`src/rtl/pic_priority_sequencer_pkg.sv`:
```
// Shared types and helpers for the PIC priority sequencer: FSM states,
// level width and rotate-relative priority arithmetic.
package pic_pkg;

  localparam int NUM_LEVELS = 8;

  typedef logic [2:0] level_t;

  typedef enum logic [2:0] {
    ST_IDLE,
    ST_PEND,
    ST_ACK1,
    ST_WAIT2,
    ST_ACK2
  } state_t;

  // Rank 0 is the highest priority: the level just after lowest_ptr.
  function automatic level_t prio_rank(level_t level, level_t ptr);
    return level - ptr - 3'd1;
  endfunction

  function automatic logic [NUM_LEVELS-1:0] level_onehot(level_t level);
    logic [NUM_LEVELS-1:0] oh;
    oh        = '0;
    oh[level] = 1'b1;
    return oh;
  endfunction

endpackage

```
`src/rtl/pic_priority_sequencer_if.sv`:
```
// Bus between the IRR/command logic (master) and the priority sequencer
// (slave), including the CPU-side INT/INTA/vector signals.
interface pic_priority_sequencer_if;
  import pic_pkg::*;

  logic [NUM_LEVELS-1:0] irr;
  logic                  inta_n;
  logic [4:0]            vector_base;
  logic                  aeoi_en;
  logic                  rotate_en;
  logic                  eoi_valid;
  logic                  eoi_specific;
  level_t                eoi_level;

  logic                  int_out;
  logic [NUM_LEVELS-1:0] isr;
  logic [NUM_LEVELS-1:0] clr_irr;
  logic [7:0]            vector;
  logic                  vector_valid;
  level_t                lowest_ptr;

  modport master (
    output irr, inta_n, vector_base, aeoi_en, rotate_en,
           eoi_valid, eoi_specific, eoi_level,
    input  int_out, isr, clr_irr, vector, vector_valid, lowest_ptr
  );

  modport slave (
    input  irr, inta_n, vector_base, aeoi_en, rotate_en,
           eoi_valid, eoi_specific, eoi_level,
    output int_out, isr, clr_irr, vector, vector_valid, lowest_ptr
  );

endinterface

```
`src/rtl/pic_priority_sequencer_resolver.sv`:
```
// Combinational priority resolver: returns the highest-priority set bit of
// a mask, where priority starts just above lowest_ptr and wraps around.
module pic_priority_resolver
  import pic_pkg::*;
(
  input  logic [NUM_LEVELS-1:0] mask,
  input  level_t                lowest_ptr,
  output logic                  found,
  output level_t                level
);

  level_t cand;

  // Scan from lowest to highest priority so the highest set bit wins last.
  always_comb begin
    found = 1'b0;
    level = lowest_ptr;
    cand  = '0;
    for (int k = NUM_LEVELS - 1; k >= 0; k--) begin
      cand = lowest_ptr + 3'd1 + level_t'(k);
      if (mask[cand]) begin
        found = 1'b1;
        level = cand;
      end
    end
  end

endmodule

```
`src/rtl/pic_priority_sequencer.sv`:
```
// 8-level PIC interrupt sequencer: priority resolution against the ISR,
// two-pulse INTA handshake, vector output and EOI/AEOI retirement.
module pic_priority_sequencer
  import pic_pkg::*;
#(
  parameter level_t SPURIOUS_LEVEL   = 3'd7,
  parameter level_t ROTATE_RESET_PTR = 3'd7
) (
  input  logic                     clk,
  input  logic                     reset,
  pic_priority_sequencer_if.slave  bus
);

  state_t                state_q, state_d;
  level_t                level_q, level_d;
  logic                  spurious_q, spurious_d;
  logic                  prev_inta_q;
  logic [NUM_LEVELS-1:0] isr_q, isr_d;
  logic [NUM_LEVELS-1:0] clr_irr_q, clr_irr_d;
  logic [7:0]            vector_q, vector_d;
  logic                  vector_valid_q, vector_valid_d;
  level_t                lowest_ptr_q, lowest_ptr_d;

  level_t                eff_ptr;
  logic                  irr_found, isr_found;
  level_t                irr_level, isr_level;
  logic                  req_valid;
  logic                  inta_fall, inta_rise;

  logic [NUM_LEVELS-1:0] isr_clr, isr_set;
  logic                  eoi_rot, aeoi_rot;
  level_t                eoi_rot_level;

  // Fixed mode behaves as if IR7 were the lowest-priority level.
  assign eff_ptr = bus.rotate_en ? lowest_ptr_q : 3'd7;

  pic_priority_resolver u_irr_res (
    .mask       (bus.irr),
    .lowest_ptr (eff_ptr),
    .found      (irr_found),
    .level      (irr_level)
  );

  pic_priority_resolver u_isr_res (
    .mask       (isr_q),
    .lowest_ptr (eff_ptr),
    .found      (isr_found),
    .level      (isr_level)
  );

  assign req_valid = irr_found &&
                     (!isr_found ||
                      (prio_rank(irr_level, eff_ptr) < prio_rank(isr_level, eff_ptr)));

  assign inta_fall = prev_inta_q & ~bus.inta_n;
  assign inta_rise = ~prev_inta_q & bus.inta_n;

  always_comb begin
    state_d        = state_q;
    level_d        = level_q;
    spurious_d     = spurious_q;
    vector_d       = vector_q;
    vector_valid_d = vector_valid_q;
    clr_irr_d      = '0;
    lowest_ptr_d   = lowest_ptr_q;
    isr_clr        = '0;
    isr_set        = '0;
    eoi_rot        = 1'b0;
    eoi_rot_level  = '0;
    aeoi_rot       = 1'b0;

    if (bus.eoi_valid) begin
      if (bus.eoi_specific) begin
        isr_clr       = level_onehot(bus.eoi_level);
        eoi_rot       = bus.rotate_en;
        eoi_rot_level = bus.eoi_level;
      end else if (isr_found) begin
        isr_clr       = level_onehot(isr_level);
        eoi_rot       = bus.rotate_en;
        eoi_rot_level = isr_level;
      end
    end

    case (state_q)
      ST_IDLE: begin
        if (req_valid) state_d = ST_PEND;
      end
      ST_PEND: begin
        if (inta_fall) begin
          if (req_valid) begin
            level_d    = irr_level;
            spurious_d = 1'b0;
            isr_set    = level_onehot(irr_level);
            clr_irr_d  = level_onehot(irr_level);
          end else begin
            level_d    = SPURIOUS_LEVEL;
            spurious_d = 1'b1;
          end
          state_d = ST_ACK1;
        end else if (!req_valid) begin
          state_d = ST_IDLE;
        end
      end
      ST_ACK1: begin
        if (inta_rise) state_d = ST_WAIT2;
      end
      ST_WAIT2: begin
        if (inta_fall) begin
          vector_d       = {bus.vector_base, level_q};
          vector_valid_d = 1'b1;
          state_d        = ST_ACK2;
        end
      end
      ST_ACK2: begin
        if (inta_rise) begin
          vector_valid_d = 1'b0;
          state_d        = ST_IDLE;
          if (bus.aeoi_en && !spurious_q) begin
            isr_clr  = isr_clr | level_onehot(level_q);
            aeoi_rot = bus.rotate_en;
          end
        end
      end
      default: state_d = ST_IDLE;
    endcase

    // Clears land before the set, so a same-cycle set of that bit survives.
    isr_d = (isr_q & ~isr_clr) | isr_set;

    if (eoi_rot)       lowest_ptr_d = eoi_rot_level;
    else if (aeoi_rot) lowest_ptr_d = level_q;
  end

  always_ff @(posedge clk or posedge reset) begin
    if (reset) begin
      state_q        <= ST_IDLE;
      level_q        <= '0;
      spurious_q     <= 1'b0;
      prev_inta_q    <= 1'b1;
      isr_q          <= '0;
      clr_irr_q      <= '0;
      vector_q       <= '0;
      vector_valid_q <= 1'b0;
      lowest_ptr_q   <= ROTATE_RESET_PTR;
    end else begin
      state_q        <= state_d;
      level_q        <= level_d;
      spurious_q     <= spurious_d;
      prev_inta_q    <= bus.inta_n;
      isr_q          <= isr_d;
      clr_irr_q      <= clr_irr_d;
      vector_q       <= vector_d;
      vector_valid_q <= vector_valid_d;
      lowest_ptr_q   <= lowest_ptr_d;
    end
  end

  assign bus.int_out      = (state_q == ST_PEND);
  assign bus.isr          = isr_q;
  assign bus.clr_irr      = clr_irr_q;
  assign bus.vector       = vector_q;
  assign bus.vector_valid = vector_valid_q;
  assign bus.lowest_ptr   = lowest_ptr_q;

endmodule
```
`src/flat_wrapper.sv`:
```
// flat-port wrapper written by rule: the top's interface ports become plain ports
module pic_priority_sequencer_flat import pic_pkg::*;
#(
  parameter level_t SPURIOUS_LEVEL   = 3'd7,
  parameter level_t ROTATE_RESET_PTR = 3'd7
)
  (clk, reset, bus_irr, bus_inta_n, bus_vector_base, bus_aeoi_en, bus_rotate_en, bus_eoi_valid, bus_eoi_specific, bus_eoi_level, bus_int_out, bus_isr, bus_clr_irr, bus_vector, bus_vector_valid, bus_lowest_ptr);
  pic_priority_sequencer_if bus_i ();
  input  logic clk;
  input  logic reset;
  input wire logic [$bits(bus_i.irr)-1:0] bus_irr;
  input wire logic [$bits(bus_i.inta_n)-1:0] bus_inta_n;
  input wire logic [$bits(bus_i.vector_base)-1:0] bus_vector_base;
  input wire logic [$bits(bus_i.aeoi_en)-1:0] bus_aeoi_en;
  input wire logic [$bits(bus_i.rotate_en)-1:0] bus_rotate_en;
  input wire logic [$bits(bus_i.eoi_valid)-1:0] bus_eoi_valid;
  input wire logic [$bits(bus_i.eoi_specific)-1:0] bus_eoi_specific;
  input wire logic [$bits(bus_i.eoi_level)-1:0] bus_eoi_level;
  output wire logic [$bits(bus_i.int_out)-1:0] bus_int_out;
  output wire logic [$bits(bus_i.isr)-1:0] bus_isr;
  output wire logic [$bits(bus_i.clr_irr)-1:0] bus_clr_irr;
  output wire logic [$bits(bus_i.vector)-1:0] bus_vector;
  output wire logic [$bits(bus_i.vector_valid)-1:0] bus_vector_valid;
  output wire logic [$bits(bus_i.lowest_ptr)-1:0] bus_lowest_ptr;
  assign bus_i.irr = bus_irr;
  assign bus_i.inta_n = bus_inta_n;
  assign bus_i.vector_base = bus_vector_base;
  assign bus_i.aeoi_en = bus_aeoi_en;
  assign bus_i.rotate_en = bus_rotate_en;
  assign bus_i.eoi_valid = bus_eoi_valid;
  assign bus_i.eoi_specific = bus_eoi_specific;
  assign bus_i.eoi_level = bus_eoi_level;
  assign bus_int_out = bus_i.int_out;
  assign bus_isr = bus_i.isr;
  assign bus_clr_irr = bus_i.clr_irr;
  assign bus_vector = bus_i.vector;
  assign bus_vector_valid = bus_i.vector_valid;
  assign bus_lowest_ptr = bus_i.lowest_ptr;
  pic_priority_sequencer #(.SPURIOUS_LEVEL(SPURIOUS_LEVEL), .ROTATE_RESET_PTR(ROTATE_RESET_PTR)) u_core (.clk(clk), .reset(reset), .bus(bus_i));
endmodule
```
`config.mk`:
```
export PLATFORM = sky130hd
export DESIGN_NAME = pic_priority_sequencer_flat
export DESIGN_NICKNAME = d
export VERILOG_FILES = /design/src/rtl/pic_priority_sequencer_pkg.sv /design/src/rtl/pic_priority_sequencer_if.sv /design/src/rtl/pic_priority_sequencer_resolver.sv /design/src/rtl/pic_priority_sequencer.sv /design/src/flat_wrapper.sv
export SDC_FILE = /design/constraint.sdc
export NUM_CORES = 1
export LEC_CHECK = 0
export CORE_MARGIN = 2
export CORE_UTILIZATION = 40
export CTS_CLUSTER_DIAMETER = 60
export CTS_CLUSTER_SIZE = 28
export DETAILED_ROUTE_END_ITERATION = 16
export PLACE_DENSITY = 0.62
export SYNTH_ARGS = -nofsm -noshare
export SYNTH_HDL_FRONTEND = slang
export SYNTH_SLANG_ARGS = --single-unit
```
`constraint.sdc`:
```
create_clock -name clk -period 10.9 [get_ports clk]
set_input_delay 1.09 -clock clk [delete_from_list [all_inputs] [get_ports clk]]
set_output_delay 1.09 -clock clk [all_outputs]
set_load 0.05 [all_outputs]
```
# Word-level counts from Yosys, hierarchy flattened

Cells that the tools add are included.

Muxes and demuxes: 105
Eq/ne operators: 9
$lt $le $gt $ge: 17
Reductions and logical operators: 16
Bitwise logic cells: 8
$add $sub $neg: 12

Operators with widths:

| kind                                                                  | number |
|---|---|
| 3-bit 2-to-1 mux                                                      | 29 |
| 8-bit 2-to-1 mux                                                      | 9 |
| 1-bit binary-select mux with 3-bit select                             | 16 |
| 3-bit by 4-bit < comparator with 1-bit output, second input constant  | 12 |
| 1-bit 2-to-1 mux                                                      | 45 |
| 8-bit bitwise OR                                                      | 2 |
| 3-bit one-hot mux with 5 select lines                                 | 1 |
| 3-bit adder, second input constant                                    | 4 |
| 1-bit demux with 3-bit select                                         | 4 |
| 3-bit by 1-bit >= comparator with 1-bit output, second input constant | 4 |
| 8-bit bitwise AND                                                     | 1 |
| 2-bit by 1-bit != test with 1-bit output, second input constant       | 4 |
| 8-bit NOT                                                             | 1 |
| 3-bit by 1-bit adder with 3-bit output, second input constant         | 2 |
| 3-bit by 2-bit adder with 3-bit output, second input constant         | 2 |
| 3-bit by 2-bit equality test with 1-bit output, second input constant | 2 |
| 1-bit logical AND                                                     | 6 |
| 3-bit by 1-bit subtractor with 3-bit output, second input constant    | 2 |
| 3-bit subtractor                                                      | 2 |
| 5-bit AND reduction                                                   | 1 |
| 2-bit AND reduction                                                   | 2 |
| 2-bit nonzero test                                                    | 2 |
| 3-bit by 1-bit equality test with 1-bit output, second input constant | 1 |
| 3-bit equality test, second input constant                            | 1 |
| 9 further kinds                                                       | 12 |

Register bits after elaboration: 36
Input port bits: 23
Output and inout bits: 29
Word-level logic and storage cells: 176

# Longest topological paths before layout

Gate-level depths: netlist of run 1.

Word-level depth: 27
Gate-level depth with buffers: 25
Mapped depth without buffers: 20

# Cells and area by module

From an unflattened synthesis of run 1, not the netlist that was laid out.

Cell total of the unflattened synthesis: 400
Area, all modules: 3,559.7 um2

By module, submodules not included:

| module                 | sequential area each (um2) | cells each | times used | area each (um2) |
|---|---|---|---|---|
| pic_priority_sequencer | 905.9                      | 184        | 1          | 1,963.1 |
| pic_priority_resolver  | 0.0                        | 108        | 2          | 798.3 |

# Worst setup path after synthesis of run 1

OpenSTA, ideal clock, no wires.

Kind: input to register
From: input port bus_rotate_en
To: register u_core.isr_q[2], in the netlist u_core.bus.isr[2]
Data arrival time: 6.144 ns
Library setup time: 0.096 ns
Path buffers: 4
Stages: 24
Path slack: 4.661 ns
Required time: 10.804 ns
Cell sequence: nor2b_1 -> clkbuf_1 -> inv_1 -> clkbuf_1 -> ha_1 -> buf_2 -> xnor2_1 -> mux4_2 -> or3_1 -> or3_1 -> and3_1 -> buf_6 -> clkinv_2 -> ha_1 -> inv_1 -> fa_1 -> xnor2_1 -> xnor2_1 -> ha_1 -> a21oi_1 -> inv_1 -> a211oi_4 -> nand2_2 -> o32ai_2

Cells in the longest elaborated chain, start to end: 27
Elaborated cells on any way between the ends: 104
Those cells by class: add/sub (12); order compare (5); mux (78); bitwise (4); reduce/logical (5)

RTL lines:

| what                                                                                                                                         | RTL line                              | text |
|---|---|---|
| start: declaration                                                                                                                           | flat_wrapper.sv:15                    | `input wire logic [$bits(bus_i.rotate_en)-1:0] bus_rotate_en;` |
| 3-bit 2-to-1 mux (*)                                                                                                                         | pic_priority_sequencer.sv:35          | `assign eff_ptr = bus.rotate_en ? lowest_ptr_q : 3'd7;` |
| 3-bit by 1-bit adder with 3-bit output                                                                                                       | pic_priority_sequencer_resolver.sv:20 | `cand = lowest_ptr + 3'd1 + level_t'(k);` |
| 3-bit adder                                                                                                                                  | pic_priority_sequencer_resolver.sv:20 |  |
| 1-bit binary-select mux with 3-bit select                                                                                                    | pic_priority_sequencer_resolver.sv:21 | `if (mask[cand]) begin` |
| 1-bit 2-to-1 mux (not written as such)                                                                                                       | pic_priority_sequencer_resolver.sv:21 |  |
| 3-bit 2-to-1 mux (8 in series)                                                                                                               | pic_priority_sequencer_resolver.sv:21 |  |
| 3-bit by 4-bit < comparator with 1-bit output (not written as such) / 3-bit by 1-bit >= comparator with 1-bit output (equally long branches) | pic_priority_sequencer_pkg.sv:25      | `oh[level] = 1'b1;` |
| 1-bit logical AND (not written as such)                                                                                                      | pic_priority_sequencer_pkg.sv:25      |  |
| [... 5 more ...]                                                                                                                             | n/a                                   |  |
| 8-bit bitwise OR                                                                                                                             | pic_priority_sequencer.sv:119         | `isr_clr = isr_clr \| level_onehot(level_q);` |
| 8-bit 2-to-1 mux                                                                                                                             | pic_priority_sequencer.sv:118         | `if (bus.aeoi_en && !spurious_q) begin` |
| 8-bit 2-to-1 mux                                                                                                                             | pic_priority_sequencer.sv:115         | `if (inta_rise) begin` |
| 8-bit 2-to-1 mux                                                                                                                             | pic_priority_sequencer.sv:84          | `case (state_q)` |
| 8-bit NOT                                                                                                                                    | pic_priority_sequencer.sv:128         | `isr_d = (isr_q & ~isr_clr) \| isr_set;` |
| 8-bit bitwise AND                                                                                                                            | pic_priority_sequencer.sv:128         |  |
| 8-bit bitwise OR (*)                                                                                                                         | pic_priority_sequencer.sv:128         |  |
| net u_core.isr_d[2]                                                                                                                          | pic_priority_sequencer.sv:18          | `logic [NUM_LEVELS-1:0] isr_q, isr_d;` |
| end signal: assignment                                                                                                                       | pic_priority_sequencer.sv:150         | `isr_q <= isr_d;` |
| end: declaration                                                                                                                             | pic_priority_sequencer.sv:18          |  |

The timed path passes the listed nets; every way through them passes the cells marked *. The select of a mux whose other input is x is not followed.
A chain may end at the register's enable or synchronous reset.

# Worst setup path in the final report of run 1

Ends and elaborated chain as after synthesis.

==> out/qor.yml, run 1 <==
worst_setup_path:
  endpoint_kind: "flip-flop"
  arrival_ns: 7.55
  start_kind: "input port"
  cp_max_fo: 32
  required_ns: 11.09
  crit_type: "in -> reg"
floorplanning:
  row_count: 35
  ios: 52
  die_h_um: 102
  die-area_um2: 10400
  die_x_um: 102
  start_util: 0.414
  floorplan.core_area_um2: 9280
logic_synthesis:
  syn_area_um2: 3840
  synthTopCellsByCount: "32 x dfrtp_1, 31 x mux2i_1, 30 x nand2_1, 27 x nor2_1"
  synthMuxAreaShare: 0.215
  synth_top_area_share: 0.208
  ys_ff_latch: 36
  syn-instance-count: 426
  ys_warn_count: 0
  synth_most_common_cell: "dfrtp_1"
  syn_avg_cell_area_um2: 9.02
  synth_cell_types: 75
  synthXorXnorAreaFrac: 0.0312
  yosysSeqAreaShare: 0.236
  synth_edf_count: 0
  synth_top_family_by_area: "compound AO/OA/AOI/OAI gates"
  yosys.area_share.simple: 0.198
  synthesis.nets: 456
  postSynth.asyncResetShare: 1.00
  synthTopCellsByArea: "dfrtp_1 21%, mux2i_1 8.1%, mux4_2 7.0%, mux2_2 5.0%, nand2_1 2.9%"
  synth_fa_ha_area_frac: 0.0267
  synth.largest_area_cell: "dfrtp_1"
  synth_ff_type: "dfrtp_1"
  synth_compound_area_frac: 0.238
detailed_routing:
  drtIter0Drc: 347
  via_per_inst: 6.33
  vias: 3760
  ant_nets: 0
  drc: 0
  routed_wl_mm: 12.1
  drtPass1Iterations: 6
  wl_per_cell_um: 20.4
placed_design:
  globalplace.congestion: 0.998
  portBuffers: 51
  place_area_um2: 4440
  pre_cts_slack_ns: 3.32
  hpwl_mm: 9.15
sta:
  min_period_over_period: 0.674
  setup_slack_ns: 3.55
  hold_violations: 0
  maxSlewHeadroom: 0.494
  clock_skew_ns: 0.00660
  hold_ws_ns: 0.476
  tightest_slew_ns: 0.753
  max_freq_mhz: 136
  min_period_ns: 7.35
  drv_slew: 0
  setup_viol_count_final: 0
  rsz0062_at_grt: "no"
  setup_tns_ns: 0
pwr:
  vdd_ir_drop_max_mv: 0.163
  p_clk_frac: 0.075
  p_switching_mw: 0.869
  swShare: 0.550
  p_seq_frac: 0.165
  combPwrFrac: 0.760
  powerDensity_nw_per_um2: 347
  intPower_mw: 0.712
  p_leak_nw: 1.79
global_routing:
  busiest_layer: "met2"
  track_usage: 0.238
  use_met1: 0.345
  grt_pass1_wl_mm: 19.0
  grt_util_met3: 0.0369
  grt_max_degree: 37
  use_met2: 0.384
  grt_pass1_vias: 3398
  antenna_found_initial: 0
  grt_overflow_total: 0
layout:
  layout-drive-gt1-share: 0.135
  syn2layout_area_growth_pct: 18.4
  antenna-diode-count: 0
  final_cell_area_um2: 4550
  num-fill-cells: 889
  final-seq-area_um2: 906
  fin_nets: 494
  multi_input_area_um2: 2730
  post-route-util: 0.490
cts:
  clk_pin_slew_worst_paths_ns: 0.08
  cts-root-buf: "clkbuf_8"
  clockBufferDepth: 2
  cts.sinks: 36
  postCtsSetupBuffers: 0
  cts_resized: 0
  clk_latency_ns: 0.29
  cts_buffers: 5
  cts_max_level: 2
  cts_tree: "built"
  cts_hold_repair.buffers: 0
job:
  drv_cap: 0
min_path:
  hold_path.class: "reg -> reg"
status:
  status: "completed"
cells by family (layout without fill, tap and decap cells):
kind of cell / after synthesis / count (layout)
and+or+nand+nor: 141 / 141
AOI/OAI and AO/OA: 122 / 122
muxes: 63 / 63
buffers and inverters: 47 / 86
DFF: 36 / 36
xor gates and xnor gates: 10 / 10
adders and majority gates: 7 / 7
placed cells by master (no fill, tap or decap), drive strengths merged, types with 17 or more instances in the layout:
cell and count:
dfrtp 32, mux2 19, inv 20, a21oi 17
mux2i 31, nor2 27, nand2 31, nor3 17
o21ai 20, clkdlybuf4s50 51
worst paths after layout:
check	startpoint	end	slack [ns]	depth (start not counted)
max reg2reg	u_core.bus.lowest_ptr[1]	u_core.bus.isr[2]	4.61	20
min in group asynchronous	reset	u_core.bus.vector[0]	1.22	3
min reg2reg	u_core.bus.vector_valid	u_core.bus.vector_valid	0.48	2
min	u_core.bus.vector_valid	u_core.bus.vector_valid	0.48	2
max	bus_rotate_en	u_core.bus.isr[2]	3.55	21
max in group asynchronous	reset	u_core.prev_inta_q	9.33	3
metal layers:
layer / vias up / routed length [um] / part of all wire
li1: 1730 / - / -
met1: 1781 / 5170 / 0.43
met2: 228 / 5620 / 0.46
met3: 21 / 1170 / 0.097
met4: 0 / 163 / 0.013
met5: - / 0 / 0
flip-flops by register name (all words and copies together), names as in the netlist:
signal	count
u_core.level_q	3
u_core.bus.lowest_ptr	3
u_core.state_q	3
u_core.bus.vector_valid	1
u_core.bus.clr_irr	8
u_core.prev_inta_q	1
u_core.bus.vector	8
u_core.spurious_q	1
u_core.bus.isr	8
critical path: stages:
cell and delay (ns):
clkdlybuf4s50_1 0.70, nor2b_1 0.28, inv_1 0.47, ha_1 0.35, buf_4 0.26, inv_1 0.37, mux4_2 0.64, and4_1 0.24
a2111oi_1 0.32, nand3_1 0.43, ha_1 0.36, inv_1 0.06, fa_1 0.40, inv_1 0.06, ha_1 0.22, a21o_1 0.15
a21oi_1 0.13, inv_1 0.09, a211oi_4 0.44, nand2_2 0.16, o32ai_2 0.30
metrics by stage:
step	power, mW	std cells
floorplan	1.15	426
finish	1.58	594
CTS	1.57	594
global placement	1.45	586
detailed placement	1.45	586
global route	1.70	594
power by group through the flow:
stage	logic, mW	registers (mW)	clock network [mW]
after global placement	1.19	0.261	0
final	1.20	0.260	0.118
after CTS	1.19	0.259	0.120
after global routing	1.30	0.266	0.126
after floorplan	0.809	0.344	0
after detailed placement	1.19	0.261	0
cell type report:
cell class | instances | share of cell area
repair buffers | 57 | 0.122
clock buffers | 5 | 0.0151
well taps | 129 | 0.0355
clock inverters | 3 | 0.00935
inverters | 21 | 0.0182
flip-flops and latches | 36 | 0.199
multi-input cells | 343 | 0.601
(Power assumes the default switching activity.)
==> run 2, diff against run 1 <==
--- a/config.mk
+++ b/config.mk
@@ -10,7 +10,7 @@
 export CTS_CLUSTER_DIAMETER = 60
 export CTS_CLUSTER_SIZE = 28
 export DETAILED_ROUTE_END_ITERATION = 16
-export PLACE_DENSITY = 0.62
+export PLACE_DENSITY = 0.65
 export SYNTH_ARGS = -nofsm -noshare
 export SYNTH_HDL_FRONTEND = slang
 export SYNTH_SLANG_ARGS = --single-unit
==> constraint.sdc (replaced) <==
create_clock -name clk -period 6.65 [get_ports clk]
set_input_delay 0.665 -clock clk [delete_from_list [all_inputs] [get_ports clk]]
set_output_delay 0.665 -clock clk [all_outputs]
set_load 0.05 [all_outputs]
==> run 2 against run 1 <==
  * Critical path depth unchanged
  * First-iteration DRC count fell by 37%
  * Sequential share of layout area fell by 0.18 points
  * Largest cell class unchanged
  * Cell count up 1.3%
  * Die area unchanged
  * Clock power is 39% higher
  * Clock skew is essentially flat
  * Flip-flop and latch count unchanged
  * Cell area increased by 0.94%
  * Via count grew 1.3%
  * Critical endpoint unchanged
  * Power is 65% higher
==> out/qor.yml, run 2 (synthesized netlist as in run 1, its figures left out) <==
status:
  status: "completed"
sta:
  rsz0062_at_grt: "no"
  max_freq_mhz: 169
  setup_tns_ns: 0
  setup_viol_count_final: 0
  setup_slack_ns: 0.748
  tightest_slew_ns: 0.660
  drv_slew: 0
  min_period_over_period: 0.888
  maxSlewHeadroom: 0.556
  hold_ws_ns: 0.495
  clock_skew_ns: 0.00650
  min_period_ns: 5.90
  hold_violations: 0
worst_setup_path:
  crit_top_cell: "ha_1"
  worst_r2r_path_depth: 20
  cpPeakStageDelay_ns: 0.56
  endpoint_kind: "flip-flop"
  arrival_ns: 6.10
  cp_slowest_cell: "mux4_2"
  crit_type: "in -> reg"
  start_kind: "input port"
  required_ns: 6.85
  path_cells: "clkdlybuf4s50_1 -> buf_4 -> nand2b_4 -> ha_1 -> xor2_4 -> mux4_2 -> or3_1 -> or3_1 -> and3_1 -> clkinv_2 -> ha_1 -> inv_1 -> fa_1 -> xnor2_1 -> xnor2_1 -> ha_1 -> a21oi_1 -> inv_1 -> a211oi_4 -> nand2_2 -> o32ai_2"
  r2r_slack_ns: 1.09
  cp_max_fo: 14
floorplanning:
  die-area_um2: 10400
  start_util: 0.414
  die_h_um: 102
  ios: 52
  row_count: 35
  floorplan.core_area_um2: 9280
  die_x_um: 102
pwr:
  p_clk_frac: 0.063
  combPwrFrac: 0.781
  powerDensity_nw_per_um2: 567
  intPower_mw: 1.17
  p_switching_mw: 1.43
  p_seq_frac: 0.156
  p_total_mw: 2.60
  vdd_ir_drop_max_mv: 0.340
  swShare: 0.550
  p_leak_nw: 1.82
layout:
  layout-drive-gt1-share: 0.148
  final_cell_area_um2: 4590
  final-seq-area_um2: 906
  multi_input_area_um2: 2730
  mostFrequentLayoutCells: "51 x clkdlybuf4s50_1, 32 x dfrtp_1, 31 x mux2i_1, 30 x nand2_1, 27 x nor2_1"
  num-fill-cells: 918
  post-route-util: 0.495
  syn2layout_area_growth_pct: 19.5
  fin_cells: 602
  fin_nets: 502
  antenna-diode-count: 0
  final_common_cell: "clkdlybuf4s50_1"
job:
  drv_cap: 0
global_routing:
  track_usage: 0.239
  grt_max_degree: 37
  grt_overflow_total: 0
  antenna_found_initial: 0
  grt_pass1_wl_mm: 19.6
  grt_pass1_vias: 3792
cts:
  cts_hold_repair.buffers: 0
  cts_buffers: 5
  cts.sinks: 36
  cts-root-buf: "clkbuf_8"
  cts_max_level: 2
  clockBufferDepth: 2
  cts_tree: "built"
  cts_resized: 0
  postCtsSetupBuffers: 0
  clk_latency_ns: 0.29
  clk_pin_slew_worst_paths_ns: 0.08
detailed_routing:
  drc: 0
  via_per_inst: 6.32
  wl_per_cell_um: 20.2
  vias: 3807
  ant_nets: 0
  drtIter0Drc: 218
  drtPass1Iterations: 5
  routed_wl_mm: 12.2
min_path:
  hold_path.class: "reg -> reg"
  min_delay_path_depth: 2
placed_design:
  hpwl_mm: 9.14
  place_inst: 594
  place_area_um2: 4500
  globalplace.congestion: 1.00
  portBuffers: 51
  pre_cts_slack_ns: 0.490
==> run 2: area by class of cell <==
cell class	instances	area share
timing repair buffer	65	0.134
clock inverter	1	0.00163
multi-input combinational	343	0.595
sequential	36	0.197
inverter	21	0.0180
clock buffer	7	0.0188
tap	129	0.0351
==> run 2: final timing paths <==
check | startpoint | endpoint
max reg2reg | u_core.bus.lowest_ptr[1] | u_core.bus.isr[2]
min | u_core.bus.vector[0] | u_core.bus.vector[0]
min reg2reg | u_core.bus.vector[0] | u_core.bus.vector[0]
min in group asynchronous | reset | u_core.bus.vector[1]
max | bus_rotate_en | u_core.bus.isr[2]
max in group asynchronous | reset | u_core.prev_inta_q
==> run 2: power groups by stage <==
stage | Clock (mW) | Sequential (mW) | Combinational (mW)
after floorplan | 0 | 0.564 | 1.33
after global placement | 0 | 0.405 | 2.00
after detailed placement | 0 | 0.407 | 2.00
after CTS | 0.169 | 0.403 | 2.01
after global routing | 0.176 | 0.414 | 2.20
final | 0.164 | 0.405 | 2.03
==> run 2: routing by layer <==
metal,vias to the layer above,routed length (um),track usage
met3,30,1060,0.0513
li1,1746,-,-
met5,-,0,0
met4,0,260,0.0831
met1,1831,5130,0.326
met2,200,5730,0.380
==> run 2: critical path: cells and delay by family <==
| family | cells | cell delay, ns |
|---|---|---|
| AO/OA/AOI/OAI | 3 | 0.82 |
| multiplexers | 1 | 0.56 |
| buffers and inverters | 5 | 0.91 |
| adder cells (fa/ha/maj) | 4 | 1.24 |
| XOR/XNOR | 3 | 0.75 |
| AND/OR/NAND/NOR | 5 | 1.15 |
==> run 3, diff against run 2 <==
--- a/config.mk
+++ b/config.mk
@@ -10,7 +10,7 @@
 export CTS_CLUSTER_DIAMETER = 60
 export CTS_CLUSTER_SIZE = 28
 export DETAILED_ROUTE_END_ITERATION = 16
-export PLACE_DENSITY = 0.65
+export PLACE_DENSITY = 0.72
 export SYNTH_ARGS = -nofsm -noshare
 export SYNTH_HDL_FRONTEND = slang
 export SYNTH_SLANG_ARGS = --single-unit
==> run 3 against run 2 <==
  * Critical path depth decreased by 2
  * Largest power group unchanged
  * Clock power is 18% higher
  * Clock skew hardly changed
  * Core utilization fell by 0.13 points
  * Hold slack got worse by 0.0094 ns
  * Flip-flop and latch count stayed put
  * Global-route usage rose by 0.32 points
  * Setup slack better by 0.023 ns
  * Cell area decreased by 0.27%
  * Die area is the same
  * Register-to-register slack got worse by 0.22 ns
==> out/qor.yml, run 3 (synthesized netlist as in run 1, its figures left out) <==
layout:
  final-seq-area_um2: 906
  final_cell_area_um2: 4580
  antenna-diode-count: 0
  layout-drive-gt1-share: 0.143
  post-route-util: 0.493
  mostFrequentLayoutCells: "51 x clkdlybuf4s50_1, 32 x dfrtp_1, 31 x mux2i_1, 30 x nand2_1, 27 x nor2_1"
  multi_input_area_um2: 2730
  syn2layout_area_growth_pct: 19.1
  num-fill-cells: 890
  final_common_cell: "clkdlybuf4s50_1"
  fin_cells: 599
  fin_nets: 499
detailed_routing:
  ant_nets: 0
  vias: 3849
  drc: 0
  drtIter0Drc: 246
  via_per_inst: 6.43
  drtPass1Iterations: 5
  wl_per_cell_um: 20.2
  routed_wl_mm: 12.1
floorplanning:
  floorplan.core_area_um2: 9280
  die_x_um: 102
  die_h_um: 102
  ios: 52
  start_util: 0.414
  die-area_um2: 10400
  row_count: 35
worst_setup_path:
  arrival_ns: 6.08
  cp_max_fo: 29
  endpoint_kind: "flip-flop"
  start_kind: "input port"
  required_ns: 6.85
  crit_type: "in -> reg"
min_path:
  hold_path.class: "reg -> reg"
pwr:
  p_clk_frac: 0.074
  swShare: 0.547
  p_leak_nw: 1.81
  p_switching_mw: 1.44
  combPwrFrac: 0.767
  vdd_ir_drop_max_mv: 0.284
  intPower_mw: 1.19
  powerDensity_nw_per_um2: 573
  p_seq_frac: 0.160
  p_total_mw: 2.62
sta:
  setup_slack_ns: 0.771
  setup_tns_ns: 0
  setup_viol_count_final: 0
  maxSlewHeadroom: 0.471
  rsz0062_at_grt: "no"
  min_period_ns: 5.88
  clock_skew_ns: 0.00601
  tightest_slew_ns: 0.786
  min_period_over_period: 0.884
  drv_slew: 0
  hold_ws_ns: 0.485
  hold_violations: 0
  max_freq_mhz: 170
placed_design:
  place_inst: 591
  portBuffers: 51
  hpwl_mm: 9.09
  globalplace.congestion: 0.972
  place_area_um2: 4470
  pre_cts_slack_ns: 0.503
global_routing:
  grt_max_degree: 32
  antenna_found_initial: 0
  grt_overflow_total: 0
  grt_pass1_vias: 3798
  track_usage: 0.243
  grt_pass1_wl_mm: 19.7
cts:
  cts_tree: "built"
  cts_max_level: 2
  postCtsSetupBuffers: 0
  cts_hold_repair.buffers: 0
  cts_buffers: 5
  cts_resized: 0
  clk_pin_slew_worst_paths_ns: 0.07
  cts-root-buf: "clkbuf_8"
  clk_latency_ns: 0.29
  cts.sinks: 36
  clockBufferDepth: 2
job:
  drv_cap: 0
status:
  status: "completed"
run 3: power groups by stage:
stage / sequential [mW] / clock [mW] / combinational (mW)
2_1_floorplan: 0.564 / 0 / 1.33
5_1_grt: 0.431 / 0.209 / 2.16
3_5_place_dp: 0.419 / 0 / 1.98
6_report: 0.419 / 0.193 / 2.01
4_1_cts: 0.417 / 0.199 / 1.99
3_3_place_gp: 0.418 / 0 / 1.97
run 3: cell type report:
| class | instances | area share |
|---|---|---|
| Clock buffer | 5 | 0.0150 |
| Clock inverter | 3 | 0.00929 |
| Inverter | 21 | 0.0180 |
| Multi-Input combinational cell | 343 | 0.595 |
| Sequential cell | 36 | 0.198 |
| Tap cell | 129 | 0.0352 |
| Timing Repair Buffer | 62 | 0.130 |
run 3: worst max-delay path, stage by stage:
cell	delay, ns
clkdlybuf4s50_1	0.54
nand2b_4	0.22
inv_4	0.37
mux2i_1	0.61
a211oi_1	0.24
nor4b_1	0.55
or3_1	0.19
and3_1	0.33
clkinv_2	0.15
ha_1	0.19
inv_1	0.06
fa_1	0.41
ha_1	0.28
a21o_1	0.15
a21oi_1	0.15
inv_1	0.10
a211oi_4	0.42
nand2_2	0.16
o32ai_2	0.27
run 3: per-layer routing:
metal,up-vias,share of wire,track usage
li1,1733,-,-
met5,-,0,0
met4,0,0.033,0.105
met3,36,0.089,0.0328
met2,232,0.47,0.388
met1,1848,0.41,0.331
run 3: path summary, 6_finish.rpt:
path	start	endpoint	slack, ns	cells after the start
setup / recovery	bus_rotate_en	u_core.bus.isr[2]	0.77	19
hold / removal	u_core.bus.vector[0]	u_core.bus.vector[0]	0.49	2
setup reg to reg	u_core.bus.lowest_ptr[0]	u_core.bus.isr[2]	0.87	19
hold reg to reg	u_core.bus.vector[0]	u_core.bus.vector[0]	0.49	2
max in group asynchronous	reset	u_core.bus.lowest_ptr[0]	5.18	3
min in group asynchronous	reset	u_core.bus.clr_irr[3]	0.70	2
